===== src/rtl/mux_rr_arbiter.sv =====
`default_nettype none
// ============================================================================
// Module      : mux_rr_arbiter
// Description : Two-requester round-robin burst arbiter driving the select of
//               a shared 2:1 data mux and gating the valid/ready handshakes.
//               A grant is held for a burst and released on a last beat or
//               after MAX_HOLD beats, then priority passes to the other side.
// Revision    : 1.0 - initial release
// ============================================================================
module mux_rr_arbiter #(
    parameter int DATA_W   = 8,
    parameter int MAX_HOLD = 4
) (
    input  logic              clk,
    input  logic              rst,
    input  logic              req0_valid,
    input  logic [DATA_W-1:0] req0_data,
    input  logic              req0_last,
    output logic              req0_ready,
    input  logic              req1_valid,
    input  logic [DATA_W-1:0] req1_data,
    input  logic              req1_last,
    output logic              req1_ready,
    output logic              out_valid,
    output logic [DATA_W-1:0] out_data,
    output logic              out_last,
    input  logic              out_ready,
    output logic              sel,
    output logic              busy
);

    localparam int c_cnt_w = $clog2(MAX_HOLD + 1);
    // Count value at which the next handshake is the final one of the grant.
    localparam logic [c_cnt_w-1:0] c_max_m1 = c_cnt_w'(MAX_HOLD - 1);
    localparam logic [c_cnt_w-1:0] c_one    = c_cnt_w'(1);

    typedef enum logic [1:0] {
        IDLE   = 2'd0,
        GRANT0 = 2'd1,
        GRANT1 = 2'd2
    } state_t;

    state_t               r_state;
    logic                 r_ptr;      // 0 = req0 wins a tie, 1 = req1 wins
    logic [c_cnt_w-1:0]   r_count;
    logic                 w_hs;
    logic                 w_release;

    // Data path follows the registered select only.
    assign out_data = sel ? req1_data : req0_data;
    assign out_last = sel ? req1_last : req0_last;
    assign busy     = (r_state != IDLE);

    // Handshake gating: valid comes only from the granted requester; ready
    // is passed straight through to it (no path from out_ready to out_valid).
    always_comb begin
        out_valid  = 1'b0;
        req0_ready = 1'b0;
        req1_ready = 1'b0;
        case (r_state)
            GRANT0: begin
                out_valid  = req0_valid;
                req0_ready = out_ready;
            end
            GRANT1: begin
                out_valid  = req1_valid;
                req1_ready = out_ready;
            end
            default: begin
                out_valid  = 1'b0;
            end
        endcase
    end

    assign w_hs      = out_valid & out_ready;
    assign w_release = w_hs & (out_last | (r_count == c_max_m1));

    // Grant state machine, round-robin pointer, beat counter and mux select.
    always_ff @(posedge clk) begin
        if (rst) begin
            r_state <= IDLE;
            sel     <= 1'b0;
            r_ptr   <= 1'b0;
            r_count <= '0;
        end else begin
            case (r_state)
                IDLE: begin
                    r_count <= '0;
                    if (req0_valid && (!req1_valid || !r_ptr)) begin
                        r_state <= GRANT0;
                        sel     <= 1'b0;
                    end else if (req1_valid) begin
                        r_state <= GRANT1;
                        sel     <= 1'b1;
                    end
                end
                GRANT0: begin
                    if (w_release) begin
                        r_ptr   <= 1'b1;
                        r_count <= '0;
                        if (req1_valid) begin
                            r_state <= GRANT1;
                            sel     <= 1'b1;
                        end else if (req0_valid) begin
                            r_state <= GRANT0;
                        end else begin
                            r_state <= IDLE;
                        end
                    end else if (w_hs) begin
                        r_count <= r_count + c_one;
                    end
                end
                GRANT1: begin
                    if (w_release) begin
                        r_ptr   <= 1'b0;
                        r_count <= '0;
                        if (req0_valid) begin
                            r_state <= GRANT0;
                            sel     <= 1'b0;
                        end else if (req1_valid) begin
                            r_state <= GRANT1;
                        end else begin
                            r_state <= IDLE;
                        end
                    end else if (w_hs) begin
                        r_count <= r_count + c_one;
                    end
                end
                default: begin
                    r_state <= IDLE;
                    r_count <= '0;
                end
            endcase
        end
    end

endmodule
`default_nettype wire

===== config.mk =====
export PLATFORM = sky130hd
export DESIGN_NAME = mux_rr_arbiter
export DESIGN_NICKNAME = d
export VERILOG_FILES = /design/src/rtl/mux_rr_arbiter.sv
export SDC_FILE = /design/constraint.sdc
export NUM_CORES = 1
export LEC_CHECK = 0
export CAP_MARGIN = 40
export CORE_MARGIN = 2
export CORE_UTILIZATION = 42
export DETAILED_ROUTE_END_ITERATION = 8
export PLACE_DENSITY = 0.82
export SYNTH_ARGS = -nofsm -noshare
export SYNTH_HDL_FRONTEND = slang
export SYNTH_SLANG_ARGS = --single-unit
export TNS_END_PERCENT = 100

===== constraint.sdc =====
create_clock -name clk -period 3.4 [get_ports clk]
set_clock_uncertainty 0.2 [all_clocks]
set_input_delay 0.68 -clock clk [delete_from_list [all_inputs] [get_ports clk]]
set_output_delay 0.68 -clock clk [all_outputs]
set_load 0.03 [all_outputs]

[Word-level counts from Yosys, hierarchy flattened]
Cells that the tools add are included.
Widths: inputs -> output; s select.
Word-level totals
  register bits after elaboration: 7
  bits of input ports: 23
  output and inout bits: 14
  word-level logic and storage cells: 52
Cells by class
  $add $sub $neg: 1
  equal/unequal tests: 7
  muxes and demuxes: 23
  bitwise operators: 4
  reduce and logical (&&, ||, !) cells: 13
Operator list (count)
  $mux 2: 7
  $mux 1: 11
  $mux 8: 1
  $ne 2x2->1 const B: 3
  $pmux 2 s3: 1
  $reduce_and 3->1: 2
  $pmux 1 s2: 2
  $reduce_and 4->1: 1
  $reduce_bool 2->1: 2
  $add 3x1->3 const B: 1
  $eq 3x2->1 const B: 1
  $ne 3x3->1 const B: 1
  $pmux 1 s3: 1
  $reduce_bool 3->1: 1
  $reduce_or 3->1: 1
  $and 1x1->1: 2
  $eq 2x1->1 const B: 1
  $eq 2x2->1 const B: 1
  $logic_not 1->1: 2
  $logic_not 2->1: 1
  $reduce_or 2->1: 1
  $logic_and 1x1->1: 1
  $logic_or 1x1->1: 1
  $not 1->1: 1
  $or 1x1->1: 1

[Logic depth before layout (Yosys ltp)]
  word-level depth: 6
  gate-level depth with buffers: 6
  depth with buffers taken out: 6

[Least setup slack after synthesis]
No wires, ideal clock.
  path type: register -> output
  from: register r_state[0]
  to: output port out_valid
  arrival: 1.237 ns
  data required time: 2.520 ns
  setup slack: 1.283 ns
  cell stages (with the launch flop): 5
  path through: dfxtp_1 inv_1 ha_1 a22o_1 and2_1
Between the ends
  word-level cells in the longest chain between the ends: 2
  elaborated cells on any way between the ends: 3
  classes of those cells: 2 x eq/ne; 1 x mux
Ends and longest elaborated chain
  start, declared: RTL line 43  | state_t r_state;
  start signal, assigned: RTL line 81  | r_state <= IDLE;
  start signal, assigned: RTL line 90  | r_state <= GRANT0;
  start signal, assigned: RTL line 93  | r_state <= GRANT1;
  $eq 2x2->1 or $eq 2x1->1 (tied branches): RTL line 60  | case (r_state)
  $pmux 1 s2 (*): RTL line 60
  end, declared: RTL line 24  | output logic out_valid,
Every way passes the cells marked *; elsewhere a longest branch is shown, timed or not.

[Worst setup path in the final report]
  from: input port req1_valid
  to: output port out_valid
Between the ends
  word-level cells in the longest chain between the ends: 1
Ends and longest elaborated chain
  start, declared: RTL line 20  | input logic req1_valid,
  $pmux 1 s2: RTL line 60
Every way passes these cells.

==> summary.txt <==
status -> completed
starting density of the core -> 0.464
Metal-1 WL -> 898 µm
post-CTS setup buffer count -> 0
vias per cell -> 5.30
endpoints failing setup -> 0
largest net degree at the start of global routing -> 12
TNS Setup -> 0 ns
initial DRC count -> 13
CP Launch Type -> input port
Placer Congestion -> 0.894
CP arrival -> 2.23 ns
I/O Buffers -> 36
sequential share of the synthesized area -> 0.194
Routed WL -> 1870 µm
Synth Warn # -> 0
first-pass GRT wire length -> 3060 µm
Cell Pwr Density -> 637 mW/mm²
peak supply drop -> 0.568 mV
r2r worst-path depth -> 6
leakage power -> 0.457 nW
htree depth -> 1
GRT Util Overall -> 0.204
die area -> 0.00207 mm²
Cells after Synth -> 83
Fin. Hold Viols -> 0
total power -> 720 µW
grt total ovfl -> 0
DIE WIDTH -> 45.5 µm
vias in the first global route -> 689
area grow syn2layout -> 56.2%
clk sinks -> 7
fin crit period -> 3.11 ns
worst hold path type -> reg -> reg
worst setup margin -> 0.291 ns
Core Area -> 0.00156 mm²
Post-Synthesis Net Count -> 113
WP data required -> 2.52 ns
Inst Count DP -> 135
Worst-path clk slew -> 0.05 ns
Wirelength per Cell -> 13.4 µm
Post-Place Worst Slack -> 0.299 ns
DR pass1 iterations -> 4
die height -> 45.5 µm
critical path class -> in -> out
Worst Hold Path Cells -> 2
layout cell share with drive strength beyond 1 -> 0.154
Min Hold Slack -> 0.253 ns
synthesized area -> 723 µm²
Worst slew margin -> 0.702
ANT nets after route -> 0
Post-route DRC -> 0
CP max FO -> 4
row count -> 14
count of pins over their slew limit -> 0
Cell Count, Final, Fillers Out -> 139
routed wl met3 -> 89 µm
clock latency on the worst-skew pair -> 0.25 ns
RSZ-0062 raised after global routing -> no
MaxCap Viol Count -> 0
Nets -> 154
DR WL met2 -> 867 µm
CTS Hold Bufs -> 0
top layer in use -> met4
fin util -> 0.725
Slew @ Worst Pin -> 0.447 ns
Final period util -> 0.914
Max Root-Sink Buffers -> 2
Vias -> 737
Filler cells -> 132
diode count -> 0
TritonCTS buffer count -> 3
initial antenna violation count -> 0
Netlist cell types -> 36
achievable clock frequency -> 322 MHz
clock root buffer -> clkbuf_4
post-place instance area -> 0.00110 mm²
CP endpoint kind -> primary output
final instance area -> 0.00113 mm²
#FFs+latches synth -> 7
CTS tree -> built
IO Count -> 37
Mean Syn Cell Area -> 8.71 µm²
DP Wirelength -> 1560 µm
post_cts resized -> 0
-- cell usage in the layout, fill, tap and decap left out, drive strengths merged --
cell / synthesis / final
or3b: 2 / 2
clkbuf: 0 / 4
nand3: 2 / 2
o2111ai: 1 / 1
a21oi: 6 / 6
mux2i: 2 / 2
o31ai: 1 / 1
o21ai: 2 / 2
a221o: 1 / 1
inv: 7 / 7
nor2b: 3 / 3
ha: 7 / 7
a21o: 1 / 1
mux2: 9 / 9
a22oi: 1 / 1
o211ai: 1 / 1
nor2: 4 / 4
and3: 2 / 2
clkdlybuf4s50: 0 / 36
a22o: 1 / 1
nor4b: 1 / 1
nor3: 1 / 1
dfxtp: 7 / 7
nand2b: 2 / 2
a211o: 1 / 1
nand2: 5 / 5
buf: 2 / 2
nand3b: 2 / 2
or2: 1 / 1
a211oi: 1 / 1
nor4: 1 / 1
o21a: 1 / 1
and2: 3 / 3
or2b: 1 / 1
nor3b: 1 / 1
-- power by group --
| part | switching, mW | internal [mW] |
|---|---|---|
| registers | 0.0253 | 0.101 |
| clock network | 0.0335 | 0.0450 |
| logic | 0.284 | 0.231 |
-- metal layers --
layer	GRT usage	vias up
li1	-	376
met1	0.278	343
met2	0.318	16
met3	0.0357	2
met4	0.0765	0
met5	0	-
-- Yosys cell counts --
cell type,instances,area (µm²)
nand2_1,5,18.8
a221o_1,1,10.0
inv_1,7,26.3
nor3b_1,1,7.51
a22oi_2,1,12.5
nor3_1,1,5.00
nor4b_1,1,8.76
buf_1,1,3.75
nand3_1,2,10.0
nor2_1,4,15.0
a22o_1,1,8.76
o21ai_0,2,10.0
a21oi_1,6,30.0
a211oi_1,1,7.51
or2_2,1,6.26
a21o_1,1,7.51
mux2_4,1,15.0
nand3b_1,2,15.0
a211o_1,1,8.76
o31ai_2,1,12.5
or2b_1,1,7.51
mux2_2,8,90.1
o21a_1,1,7.51
buf_6,1,11.3
or3b_1,1,8.76
and2_1,3,18.8
ha_1,7,87.6
nand2b_1,2,12.5
o2111ai_4,1,26.3
dfxtp_1,7,140
nor2b_1,3,18.8
nor4_1,1,6.26
or3b_2,1,8.76
and3_1,2,12.5
o211ai_1,1,7.51
mux2i_1,2,20.0
-- area by class of cell --
class | instances | area (µm²) | area share
well taps | 16 | 20.0 | 0.0177
multi-input cells | 67 | 542 | 0.480
clock buffers | 4 | 26.3 | 0.0233
inverters | 7 | 26.3 | 0.0233
flip-flops and latches | 7 | 140 | 0.124
repair buffers | 38 | 375 | 0.332
-- worst paths after layout --
check,end,slack (ns),start
worst max-delay path,out_valid,0.29,req1_valid
worst min register to register,r_count[2]$_SDFFE_PP0P_,0.25,r_count[2]$_SDFFE_PP0P_
worst min-delay path,r_count[2]$_SDFFE_PP0P_,0.25,r_count[2]$_SDFFE_PP0P_
worst max register to register,sel$_SDFFE_PP0P_,1.29,r_state[0]$_SDFFE_PP0P_
-- kinds of logic after synthesis --
group / share of synthesized area
compound gates: 0.206
fa+ha+maj: 0.121
buf+inv: 0.0571
flops: 0.194
mux: 0.173
simple gates: 0.249
-- flip-flops by register name, summed over array words and instances (netlist names) --
name     flops
sel          1
r_ptr        1
r_state      2
r_count      3
-- critical path, stage by stage --
cell             delay [ns]
clkdlybuf4s50_1        0.48
a22o_1                 0.25
and2_1                 0.15
clkdlybuf4s50_1        0.66
(Power assumes the default switching activity.)
